## config.mk

```make
export PLATFORM = sky130hd
export DESIGN_NAME = priv_trap_ctrl
export DESIGN_NICKNAME = d
export VERILOG_FILES = /design/src/rtl/priv_trap_ctrl.sv
export SDC_FILE = /design/constraint.sdc
export NUM_CORES = 1
export LEC_CHECK = 0
export ABC_AREA = 1
export BUFFER_PORTS_ARGS = -buffer_cell sky130_fd_sc_hd__buf_2
export CAP_MARGIN = 20
export CORE_MARGIN = 2
export CORE_UTILIZATION = 48
export DETAILED_ROUTE_END_ITERATION = 16
export PLACE_DENSITY = 0.79
export SKIP_CTS_REPAIR_TIMING = 1
export SYNTH_ARGS = -nofsm -noshare
export SYNTH_HDL_FRONTEND = slang
export SYNTH_SLANG_ARGS = --single-unit
```

## constraint.sdc

```tcl
create_clock -name CLK -period 3.3 [get_ports CLK]
set_clock_uncertainty 0.05 [all_clocks]
set_input_delay 0.33 -clock CLK [delete_from_list [all_inputs] [get_ports CLK]]
set_output_delay 0.33 -clock CLK [all_outputs]
set_load 0.02 [all_outputs]
```

## src/rtl/priv_trap_ctrl.sv

```systemverilog
// Trap sequencer: prioritises sync exceptions, interrupts and xRET/WFI,
// drains the pipeline, then emits a one-cycle redirect and CSR-update strobe.
module priv_trap_ctrl #(
  parameter int unsigned XLEN    = 32,
  parameter int unsigned CAUSE_W = 5
) (
  input  logic               CLK,
  input  logic               RST,
  input  logic               fault_insn,
  input  logic               mal_insn,
  input  logic               illegal_insn,
  input  logic               fault_l,
  input  logic               mal_l,
  input  logic               fault_s,
  input  logic               mal_s,
  input  logic               breakpoint,
  input  logic               env,
  input  logic               fault_insn_page,
  input  logic               fault_load_page,
  input  logic               fault_store_page,
  input  logic               prot_fault_i,
  input  logic               prot_fault_l,
  input  logic               prot_fault_s,
  input  logic               mret,
  input  logic               sret,
  input  logic               wfi,
  input  logic [XLEN-1:0]    epc,
  input  logic [XLEN-1:0]    badaddr,
  input  logic               pipe_clear,
  input  logic               timer_int,
  input  logic               soft_int,
  input  logic               ext_int,
  input  logic               mie_t,
  input  logic               mie_s,
  input  logic               mie_e,
  input  logic               mstatus_mie,
  input  logic [1:0]         curr_privilege_level,
  input  logic [XLEN-1:0]    mtvec,
  input  logic [XLEN-1:0]    mepc,
  input  logic [XLEN-1:0]    sepc,
  output logic               intr,
  output logic               insert_pc,
  output logic [XLEN-1:0]    priv_pc,
  output logic               trap_valid,
  output logic [CAUSE_W-1:0] trap_cause,
  output logic               trap_is_int,
  output logic [XLEN-1:0]    trap_epc,
  output logic [XLEN-1:0]    trap_tval,
  output logic               mret_commit,
  output logic               sret_commit,
  output logic               wfi_sleep
);

  typedef enum logic [1:0] {IDLE, DRAIN, COMMIT, SLEEP} state_t;
  typedef enum logic [1:0] {K_TRAP, K_MRET, K_SRET} kind_t;

  // Causes whose tval carries the faulting address: 0,1,4-7,12,13,15
  localparam logic [15:0] TVAL_MASK = 16'b1011_0000_1111_0011;

  state_t             state, state_nx;
  kind_t              kind_q, ld_kind;
  logic [CAUSE_W-1:0] cause_q, ld_cause;
  logic               is_int_q, ld_int;
  logic [XLEN-1:0]    epc_q, tval_q, target_q;
  logic [XLEN-1:0]    ld_tval, ld_target;
  logic               ld;

  logic               exc_hit;
  logic [CAUSE_W-1:0] exc_code, env_code, int_code;
  logic [2:0]         int_pend;
  logic               int_any, int_en;

  // Synchronous exception priority encoder
  always_comb begin
    case (curr_privilege_level)
      2'd0:    env_code = CAUSE_W'(8);
      2'd1:    env_code = CAUSE_W'(9);
      default: env_code = CAUSE_W'(11);
    endcase
    exc_hit  = 1'b1;
    exc_code = '0;
    if      (fault_insn_page)             exc_code = CAUSE_W'(12);
    else if (fault_insn | prot_fault_i)   exc_code = CAUSE_W'(1);
    else if (illegal_insn)                exc_code = CAUSE_W'(2);
    else if (mal_insn)                    exc_code = CAUSE_W'(0);
    else if (env)                         exc_code = env_code;
    else if (breakpoint)                  exc_code = CAUSE_W'(3);
    else if (mal_s)                       exc_code = CAUSE_W'(6);
    else if (mal_l)                       exc_code = CAUSE_W'(4);
    else if (fault_store_page)            exc_code = CAUSE_W'(15);
    else if (fault_load_page)             exc_code = CAUSE_W'(13);
    else if (fault_s | prot_fault_s)      exc_code = CAUSE_W'(7);
    else if (fault_l | prot_fault_l)      exc_code = CAUSE_W'(5);
    else                                  exc_hit  = 1'b0;
  end

  // Interrupt qualification and priority (ext > soft > timer)
  always_comb begin
    int_pend = {ext_int & mie_e, soft_int & mie_s, timer_int & mie_t};
    int_any  = |int_pend;
    int_en   = mstatus_mie || (curr_privilege_level != 2'd3);
    if      (int_pend[2]) int_code = CAUSE_W'(11);
    else if (int_pend[1]) int_code = CAUSE_W'(3);
    else                  int_code = CAUSE_W'(7);
  end

  // Next-state selection and the values latched on event acceptance
  always_comb begin
    state_nx = state;
    ld       = 1'b0;
    ld_kind  = K_TRAP;
    ld_cause = exc_code;
    ld_int   = 1'b0;
    case (state)
      IDLE: begin
        if (exc_hit) begin
          ld = 1'b1; state_nx = DRAIN;
        end else if (int_any && int_en) begin
          ld = 1'b1; ld_int = 1'b1; ld_cause = int_code; state_nx = DRAIN;
        end else if (mret) begin
          ld = 1'b1; ld_kind = K_MRET; ld_cause = '0; state_nx = DRAIN;
        end else if (sret) begin
          ld = 1'b1; ld_kind = K_SRET; ld_cause = '0; state_nx = DRAIN;
        end else if (wfi) begin
          state_nx = SLEEP;
        end
      end
      DRAIN:  if (pipe_clear) state_nx = COMMIT;
      COMMIT: state_nx = IDLE;
      SLEEP: begin
        // Wake on any enabled pending source; only a takeable one traps
        if (int_any) begin
          if (int_en) begin
            ld = 1'b1; ld_int = 1'b1; ld_cause = int_code; state_nx = DRAIN;
          end else begin
            state_nx = IDLE;
          end
        end
      end
      default: state_nx = IDLE;
    endcase

    ld_tval = '0;
    if (ld_kind == K_TRAP && !ld_int && ld_cause < CAUSE_W'(16) && TVAL_MASK[ld_cause[3:0]])
      ld_tval = badaddr;

    case (ld_kind)
      K_MRET:  ld_target = mepc;
      K_SRET:  ld_target = sepc;
      default: ld_target = {mtvec[XLEN-1:2], 2'b00} +
                           ((ld_int && mtvec[1:0] == 2'd1) ? (XLEN'(ld_cause) << 2) : '0);
    endcase
  end

  // State register and latched trap context
  always_ff @(posedge CLK) begin
    if (RST) begin
      state    <= IDLE;
      kind_q   <= K_TRAP;
      cause_q  <= '0;
      is_int_q <= 1'b0;
      epc_q    <= '0;
      tval_q   <= '0;
      target_q <= '0;
    end else begin
      state <= state_nx;
      if (ld) begin
        kind_q   <= ld_kind;
        cause_q  <= ld_cause;
        is_int_q <= ld_int;
        epc_q    <= epc;
        tval_q   <= ld_tval;
        target_q <= ld_target;
      end
    end
  end

  // Outputs decoded from state; trap fields are only driven with trap_valid
  always_comb begin
    intr        = (state == DRAIN) || (state == COMMIT);
    insert_pc   = (state == COMMIT);
    priv_pc     = insert_pc ? target_q : '0;
    trap_valid  = insert_pc && (kind_q == K_TRAP);
    trap_cause  = trap_valid ? cause_q : '0;
    trap_is_int = trap_valid && is_int_q;
    trap_epc    = trap_valid ? epc_q : '0;
    trap_tval   = trap_valid ? tval_q : '0;
    mret_commit = insert_pc && (kind_q == K_MRET);
    sret_commit = insert_pc && (kind_q == K_SRET);
    wfi_sleep   = (state == SLEEP);
  end

endmodule

```

# Word-level counts from Yosys, hierarchy flattened
# Memory sizes are Yosys's and may differ from the RTL's.
# Cells that the tools add are included.
word_totals:
  ff_bits: 106
  romBits: 16
  memories: 1
classes:
  n_lt_le_gt_ge: 2
  add_sub_neg: 1
  eq_ne: 13
  reduce_logical: 18
  n_bitwise: 6
  n_mux: 66
memory_table:
  columns: ["memory", "words", "word_bits", "rd", "rd_ports_with_merged_regs", "wr", "line", "source"]
  rows:
  - ["(no name shown)", 16, 1, 1, 0, 0, "144", "if (ld_kind == K_TRAP && !ld_int && ld_cause < CAUSE_W'(16) && TVAL_MASK[ld_cause[3:0]])"]
ops:
  columns: ["op", "n"]
  rows:
  - ["32-bit two-way mux", 4]
  - ["32-bit one-hot mux with 2 select lines", 1]
  - ["5-bit two-way mux", 12]
  - ["32-bit by 7-bit adder with 32-bit output", 1]
  - ["2-bit two-way mux", 12]
  - ["4-bit two-way mux", 6]
  - ["1-bit two-way mux", 22]
  - ["2-bit by 1-bit equality test with 1-bit output (second input constant)", 5]
  - ["5-bit one-hot mux with 2 select lines", 1]
  - ["1-bit logical AND", 9]
  - ["3-bit two-way mux", 3]
  - ["2-bit equality test (second input constant)", 4]
  - ["2-bit zero test", 4]
  - ["2-bit one-hot mux with 4 select lines", 1]
  - ["7-bit two-way mux", 1]
  - ["6-bit inequality test (second input constant)", 1]
  - ["4-bit by 5-bit < comparator with 1-bit output (second input constant)", 1]
  - ["5-bit < comparator (second input constant)", 1]
  - ["2-bit inequality test (second input constant)", 2]
  - ["1-bit one-hot mux with 2 select lines", 2]
  - ["2-bit one-hot mux with 2 select lines", 1]
  - ["1-bit AND", 3]
  - ["1-bit OR", 3]
  - ["3-bit AND reduction", 1]
  - ["other kinds (4)", 5]

# Longest topological paths before layout
# Gate-level depths: netlist (run 1).
depth:
  depth_word: 22
  mapped_depth: 25

# Least setup slack after synthesis (run 1)
# No wires, ideal clock.
synth_path:
  path_type: "register to register"
  from: "register state[1]"
  to: "register target_q[28]"
  setup_slack_ns: 0.256
  synth_period_minus_slack_ns: 3.044
  setup_ns: 0.115
  n_path_buf: 0
  arrival_time_ns: 2.879
  path_stages_with_launch: 20
  t_required_ns: 3.135
  cell_sequence: "dfxtp_1 > ha_1 > inv_1 > o22ai_1 > nand2_1 > nor3_1 > ha_1 > fa_1 > nand3_1 > nand3_1 > nand2_1 > nor2_2 > nand2_1 > nor2_2 > nand3_1 > xnor2_1 > nor2_1 > nor2_1 > nor2_1 > nor2_1"
synth_between:
  elab_chain_len: 6
synth_rtl:
  columns: ["item", "line", "source"]
  rows:
  - ["start, declared", "60", "state_t state, state_nx;"]
  - ["start signal, assigned", "166", "state <= state_nx;"]
  - ["2-bit equality test (*)", null, null]
  - ["named net wfi_sleep", "51", "output logic wfi_sleep"]
  - ["1-bit one-hot mux with 2 select lines", "114", "case (state)"]
  - ["1-bit logical AND", "151", "((ld_int && mtvec[1:0] == 2'd1) ? (XLEN'(ld_cause) << 2) : '0);"]
  - ["7-bit two-way mux", "151", null]
  - ["32-bit by 7-bit adder with 32-bit output", "150", "default: ld_target = {mtvec[XLEN-1:2], 2'b00} +"]
  - ["32-bit one-hot mux with 2 select lines", "147", "case (ld_kind)"]
  - ["end signal, assigned", "173", "target_q <= ld_target;"]
  - ["end, declared", "64", "logic [XLEN-1:0] epc_q, tval_q, target_q;"]
# The timed path passes the listed nets; every way through them passes the cells marked *.
# A chain may end at the register's enable or synchronous reset.

# Worst setup path after layout (run 1)
layout_path:
  from: "register state[1]"
  to: "register target_q[28]"
layout_between:
  elab_chain_len: 6
layout_rtl:
  columns: ["item", "line"]
  rows:
  - ["2-bit equality test or 2-bit zero test (tied branches)", "114"]
  - ["1-bit one-hot mux with 2 select lines", "114"]
  - ["1-bit logical AND", "151"]
  - ["7-bit two-way mux", "151"]
  - ["32-bit by 7-bit adder with 32-bit output", "150"]
  - ["32-bit one-hot mux with 2 select lines", "147"]
# Parallel ways exist; a longest one is shown, timed or not.

==> results of run 1 <==
-- worst max-delay path: stages (launching register included) --
cell and delay (ns):
dfxtp_2 0.36, ha_1 0.19, inv_2 0.08, o22ai_2 0.21, nand2_2 0.12, nor3_4 0.22, inv_1 0.07, a21oi_1 0.17
ha_1 0.26, nand3_1 0.10, nand3_1 0.10, nand2_1 0.11, nor2_4 0.12, nand2_2 0.11, nor2_4 0.12, nand3_1 0.10
xnor2_1 0.17, nor2_1 0.05, nor2_1 0.09, nor2_1 0.05, nor2_1 0.12
-- synthesized netlist by cell type, drive strengths merged, types with 4 or more instances --
library cell  instances
nor3                 22
dfxtp               105
a31oi                 6
a211oi                6
a22o                 15
buf                  23
nor4                  4
inv                 158
a21oi               117
xnor2                 6
nand3                60
o21ai               108
nand2               164
clkbuf               40
ha                   11
xor2                 12
nor2                133
a221o                 6
nand4                 6
-- registers in the layout (all words and copies together) (netlist names) --
register  flops
epc_q        32
target_q     32
tval_q       32
cause_q       4
kind_q        2
state         2
is_int_q      1
-- through the flow --
stage | std cells | total power [W] | setup TNS, ns | hold slack (ns)
after floorplan | 1019 | 0.00446 | 0 | 0.358
after global placement | 1451 | 0.00511 | 0 | 0.391
after detailed placement | 1451 | 0.00518 | 0 | 0.399
after CTS | 1467 | 0.00630 | 0 | 0.182
after global routing | 1468 | 0.00684 | -0.119 | 0.194
final | 1468 | 0.00636 | 0 | 0.190
-- metal layers --
metal / track usage / vias to the layer above / routed length [um]
met5: 0 / - / 11
met4: 0.109 / 2 / 620
met3: 0.0566 / 52 / 1550
met2: 0.499 / 324 / 10400
met1: 0.336 / 3387 / 8930
li1: - / 3820 / -
-- power groups by stage --
| stage | Clock (W) | Sequential, W | Combinational, W |
|---|---|---|---|
| global placement | 0 | 0.00192 | 0.00319 |
| detailed placement | 0 | 0.00194 | 0.00325 |
| CTS | 0.00113 | 0.00191 | 0.00326 |
| floorplan | 0 | 0.00189 | 0.00257 |
| global route | 0.00117 | 0.00197 | 0.00370 |
| finish | 0.00111 | 0.00192 | 0.00333 |
-- cell families after synthesis --
logic type / count (synthesis)
AOI/OAI and AO/OA: 265
DFF: 105
buffers and inverters: 223
other: 1
and+or+nand+nor: 395
adders and majority gates: 12
xor gates and xnor gates: 18
-- path summary, 6_finish.rpt --
path / from / to / slack [ns]
min: badaddr[8] / tval_q[8] / 0.19
max reg2reg: state[1] / target_q[28] / 0.28
min reg2reg: epc_q[7] / epc_q[7] / 0.41
max: state[1] / target_q[28] / 0.28
-- final cells by class --
class / count / area (um2) / area share
flip-flops and latches: 105 / 2100 / 0.248
well taps: 176 / 220 / 0.0260
multi-input cells: 691 / 3560 / 0.420
inverters: 160 / 602 / 0.0710
clock inverters: 5 / 63.8 / 0.00753
clock buffers: 11 / 243 / 0.0286
repair buffers: 320 / 1690 / 0.199
==> reports/results.ini, run 1 <==
[route]
routed_wl_um = 21500
firstDrtPassIters = 5
drt_iter0_drc = 579
avgRoutedWirePerCell_um = 14.6
vias = 7585
routed_via_density = 5.17
ant_nets = 0
drc = 0

[die]
die_h_um = 120
chipWidth_um = 120
ios = 298
initial_core_util = 0.492
die_area_mm2 = 0.0145
rows = 42
core_mm2 = 0.0132

[outcome]
status = finished clean

[logic_synthesis]
synth.net_count = 1221
yosys.area_share.simple = 0.261
yosys.area.top_type = dfxtp_1
synthesis.area_mm2 = 0.00651
synthCells = 1019
synth_top_area_frac = 0.323
synth-edff-count = 0
syn_avg_cell_area_um2 = 6.39
seq_area_frac_synth = 0.323
synth_compound_area_frac = 0.228
yosysUniqueCellTypes = 42
synth.area.mux_share = 0
synthXorXnorAreaFrac = 0.0242
synth_top_family_by_area = simple AND/OR/NAND/NOR gates
yosys.area_share.adder = 0.0242
synth_area_leaders = dfxtp_1 32%, inv_1 9.0%, nand2_1 8.9%
ys_ff_latch = 105
synth-main-ff-cell = dfxtp_1
ys_warn_count = 0
synthArstFlopShare = 0

[sta]
worst_slew_pin_slew_ns = 0.940
final-hold-violation-count = 0
fin_crit_ns = 3.02
slew_headroom = 0.374
slew_viol_final = 0
setup_viol = 0
postLayoutSetupSlackWorst_ns = 0.277
clock.fmax_mhz = 331
finalCritPeriodShare = 0.916

[critical_path]
arrival_ns = 3.26
path_max_fanout = 5
end_kind = flip-flop
cp-start-kind = flip-flop
rr_worst_depth = 20
criticalPathCategory = reg -> reg
worst_ep_required_time_ns = 3.54

[layout]
mostFrequentLayoutCell = buf_2
fin_area_mm2 = 0.00848
n_fill_cell = 1292
syn2layout_area_growth_pct = 30.1
mostFrequentLayoutCells = 296 x buf_2, 154 x inv_1, 153 x nand2_1
final_nets = 1489
antenna_cells = 0
layout-drive-gt1-share = 0.293
final_util = 0.640

[clock_tree]
numCtsBuffers = 9
clock_sinks = 105
cts_root_buffer = clkbuf_16
htree_levels = 3
cts_tree = done
insertion_delay_ns = 0.34
clk_pin_slew_ns = 0.07
cts_buffer_depth = 2

[pwr]
p_switching_w = 0.00296
peakVddDrop_v = 0.000728
power_frac_clock = 0.175
power_per_cell_area_mw_per_mm2 = 750
switching_share = 0.465
seqPwrFrac = 0.302
p_comb_frac = 0.523
p_int_w = 0.00340
p_leak_nw = 4.47

[placed_design]
dpl_worst_slack_ns = 0.0315
hpwl_um = 15700
port_buffers = 296
place_area_mm2 = 0.00810
gp_congestion = 0.961

[global_routing]
grt-ovfl-total = 0
grt_usage = 0.282
grt_max_degree = 95
grt_pass1_wl_um = 33100
antenna_found_initial = 1
grt_pass1_vias = 6955

[min_path]
min_delay_path_depth = 3
hold_class = in -> reg

[flow_run]
drv_cap = 0

(Power assumes the default switching activity.)
==> run 2: changes to the inputs <==
Settings changed: RECOVER_POWER set to 50.
==> run 2 against run 1 <==
Compared with the run above:
- non-clock buffer count unchanged
- setup slack improved by 0.022 ns
- combinational power about the same
- clock power about the same
- sequential share of layout area about the same
- final cell count unchanged
- maximum frequency increased by 0.72%
- final area decreased by 0.15%
- global-route usage unchanged
- clock-buffer cell count unchanged
- die area unchanged
- routed wire length decreased by 0.13%
==> reports/results.ini, run 2 (synthesis results as in run 1) <==
[route]
firstDrtPassIters = 5  ; unchanged
vias = 7571  ; -0.18%
routed_via_density = 5.16  ; -0.18%
drt_iter0_drc = 590  ; +1.9%
avgRoutedWirePerCell_um = 14.6  ; -0.13%
routed_wl_um = 21500  ; -0.13%
drc = 0  ; unchanged
ant_nets = 0  ; unchanged

[layout]
final_util = 0.639  ; -0.000945
antenna_cells = 0  ; unchanged
n_fill_cell = 1295  ; +0.23%
layout-drive-gt1-share = 0.288  ; -0.00464
mostFrequentLayoutCell = buf_2
top_regs = epc_q (32), target_q (32), tval_q (32)
final_nets = 1489  ; unchanged
multi_input_area_mm2 = 0.00355  ; -0.11%
mostFrequentLayoutCells = 291 x buf_2, 154 x inv_1, 153 x nand2_1
seq_area_mm2 = 0.00210  ; unchanged
syn2layout_area_growth_pct = 30.0

[critical_path]
arrival_ns = 3.24  ; -0.02 ns
path_cells = ha_1, inv_2, o22ai_2, nand2_2, nor3_4, inv_1, a21oi_1, ha_1, nand3_1, nand3_1, nand2_1, nor2_4, nand2_2, nor2_4, nand3_1, xnor2_1, nor2_1, nor2_1, nor2_1, nor2_1
worst_ep_required_time_ns = 3.54  ; about the same
crit_slowest_cell = dfxtp_2
cp-start-kind = flip-flop
end_kind = flip-flop
cpMostUsedCell = nor2_1
criticalPathCategory = reg -> reg
cpPeakStageDelay_ns = 0.36  ; about the same
path_max_fanout = 5  ; unchanged

[sta]
finalCritPeriodShare = 0.909  ; -0.00659
clock.fmax_mhz = 333  ; +0.72%
slew_viol_final = 0  ; unchanged
slew_headroom = 0.354  ; -0.0196
setup_viol = 0  ; unchanged
postLayoutSetupSlackWorst_ns = 0.299  ; +0.0217 ns
worst_slew_pin_slew_ns = 0.964  ; +0.0240 ns
fin_crit_ns = 3.00  ; -0.0217 ns
final-hold-violation-count = 0  ; unchanged

[global_routing]
grt-ovfl-total = 0  ; unchanged
grt_pass1_vias = 6955  ; unchanged
grtUsageMet2 = 0.499  ; unchanged
use_met1 = 0.336  ; unchanged
met3_usage = 0.0566  ; unchanged
antenna_found_initial = 1  ; unchanged
grt_pass1_wl_um = 33100  ; unchanged
grt_max_degree = 95  ; unchanged
grt_usage = 0.282  ; unchanged
busiest_layer = met2

[die]
core_mm2 = 0.0132  ; unchanged
rows = 42  ; unchanged
die_area_mm2 = 0.0145  ; unchanged
chipWidth_um = 120  ; unchanged
ios = 298  ; unchanged
initial_core_util = 0.492  ; unchanged
die_h_um = 120  ; unchanged

[placed_design]
port_buffers = 296  ; unchanged
dpl_worst_slack_ns = 0.0315  ; unchanged
hpwl_um = 15700  ; unchanged
gp_congestion = 0.961  ; unchanged

[pwr]
power_per_cell_area_mw_per_mm2 = 750  ; about the same
p_leak_nw = 4.44  ; -0.60%
peakVddDrop_v = 0.000720  ; -0.97%

[clock_tree]
cts_buffer_depth = 2  ; unchanged
clock_sinks = 105  ; unchanged
clk_pin_slew_ns = 0.07  ; about the same
cts_root_buffer = clkbuf_16
insertion_delay_ns = 0.34  ; about the same
numCtsBuffers = 9  ; unchanged
cts_tree = done
htree_levels = 3  ; unchanged

[outcome]
status = finished clean

[min_path]
hold_class = in -> reg

[flow_run]
drv_cap = 0  ; unchanged

[run 2: cell count changes in the layout (fill, tap and decap cells not counted), sizes merged]
cell	before	now
buf	320	314
clkbuf	11	17
clkinv	5	4
clkinvlp	0	1
[run 2: worst paths after layout]
| kind | start | end | slack (ns) | cells past startpoint |
|---|---|---|---|---|
| worst max-delay path | state[1] | target_q[28] | 0.30 | 20 |
| worst min-delay path | badaddr[8] | tval_q[8] | 0.19 | 3 |
| worst max register to register | state[1] | target_q[28] | 0.30 | 20 |
| worst min register to register | epc_q[6] | epc_q[6] | 0.41 | 2 |
[run 2: critical path, delay by kind of cell, from the launching register on]
| family | cells | cell delay [ns] |
|---|---|---|
| adders and majority gates | 2 | 0.44 |
| and+or+nand+nor | 13 | 1.38 |
| xor gates and xnor gates | 1 | 0.17 |
| DFF | 1 | 0.36 |
| buffers and inverters | 2 | 0.15 |
| AOI/OAI and AO/OA | 2 | 0.38 |
[run 2: where the power goes]
part	internal [W]	switching, W	leakage, nW
Clock	0.000617	0.000493	0.152
Combinational	0.00103	0.00228	3.42
Sequential	0.00174	0.000179	0.870
[run 2: cell type report]
cell class	instances	share of cell area
Sequential cell	105	0.249
Tap cell	176	0.0260
Clock buffer	11	0.0287
Timing Repair Buffer	320	0.198
Inverter	160	0.0711
Multi-Input combinational cell	691	0.420
Clock inverter	5	0.00754
[run 2: through the flow]
stage	instances	hold WS (ns)	setup TNS (ns)	power [W]	cell area (um2)
floorplan	1019	0.358	0	0.00446	6510
global placement	1451	0.391	0	0.00511	8100
detailed placement	1451	0.399	0	0.00518	8100
CTS	1467	0.182	0	0.00630	8410
global route	1468	0.194	-0.119	0.00683	8460
finish	1468	0.189	0	0.00635	8460
[run 2: routing by layer]
metal / vias up / wire length [um] / share of wire
li1: 3820 / - / -
met3: 46 / 1560 / 0.073
met1: 3382 / 8900 / 0.41
met5: - / 11 / 0.00051
met2: 321 / 10400 / 0.48
met4: 2 / 595 / 0.028
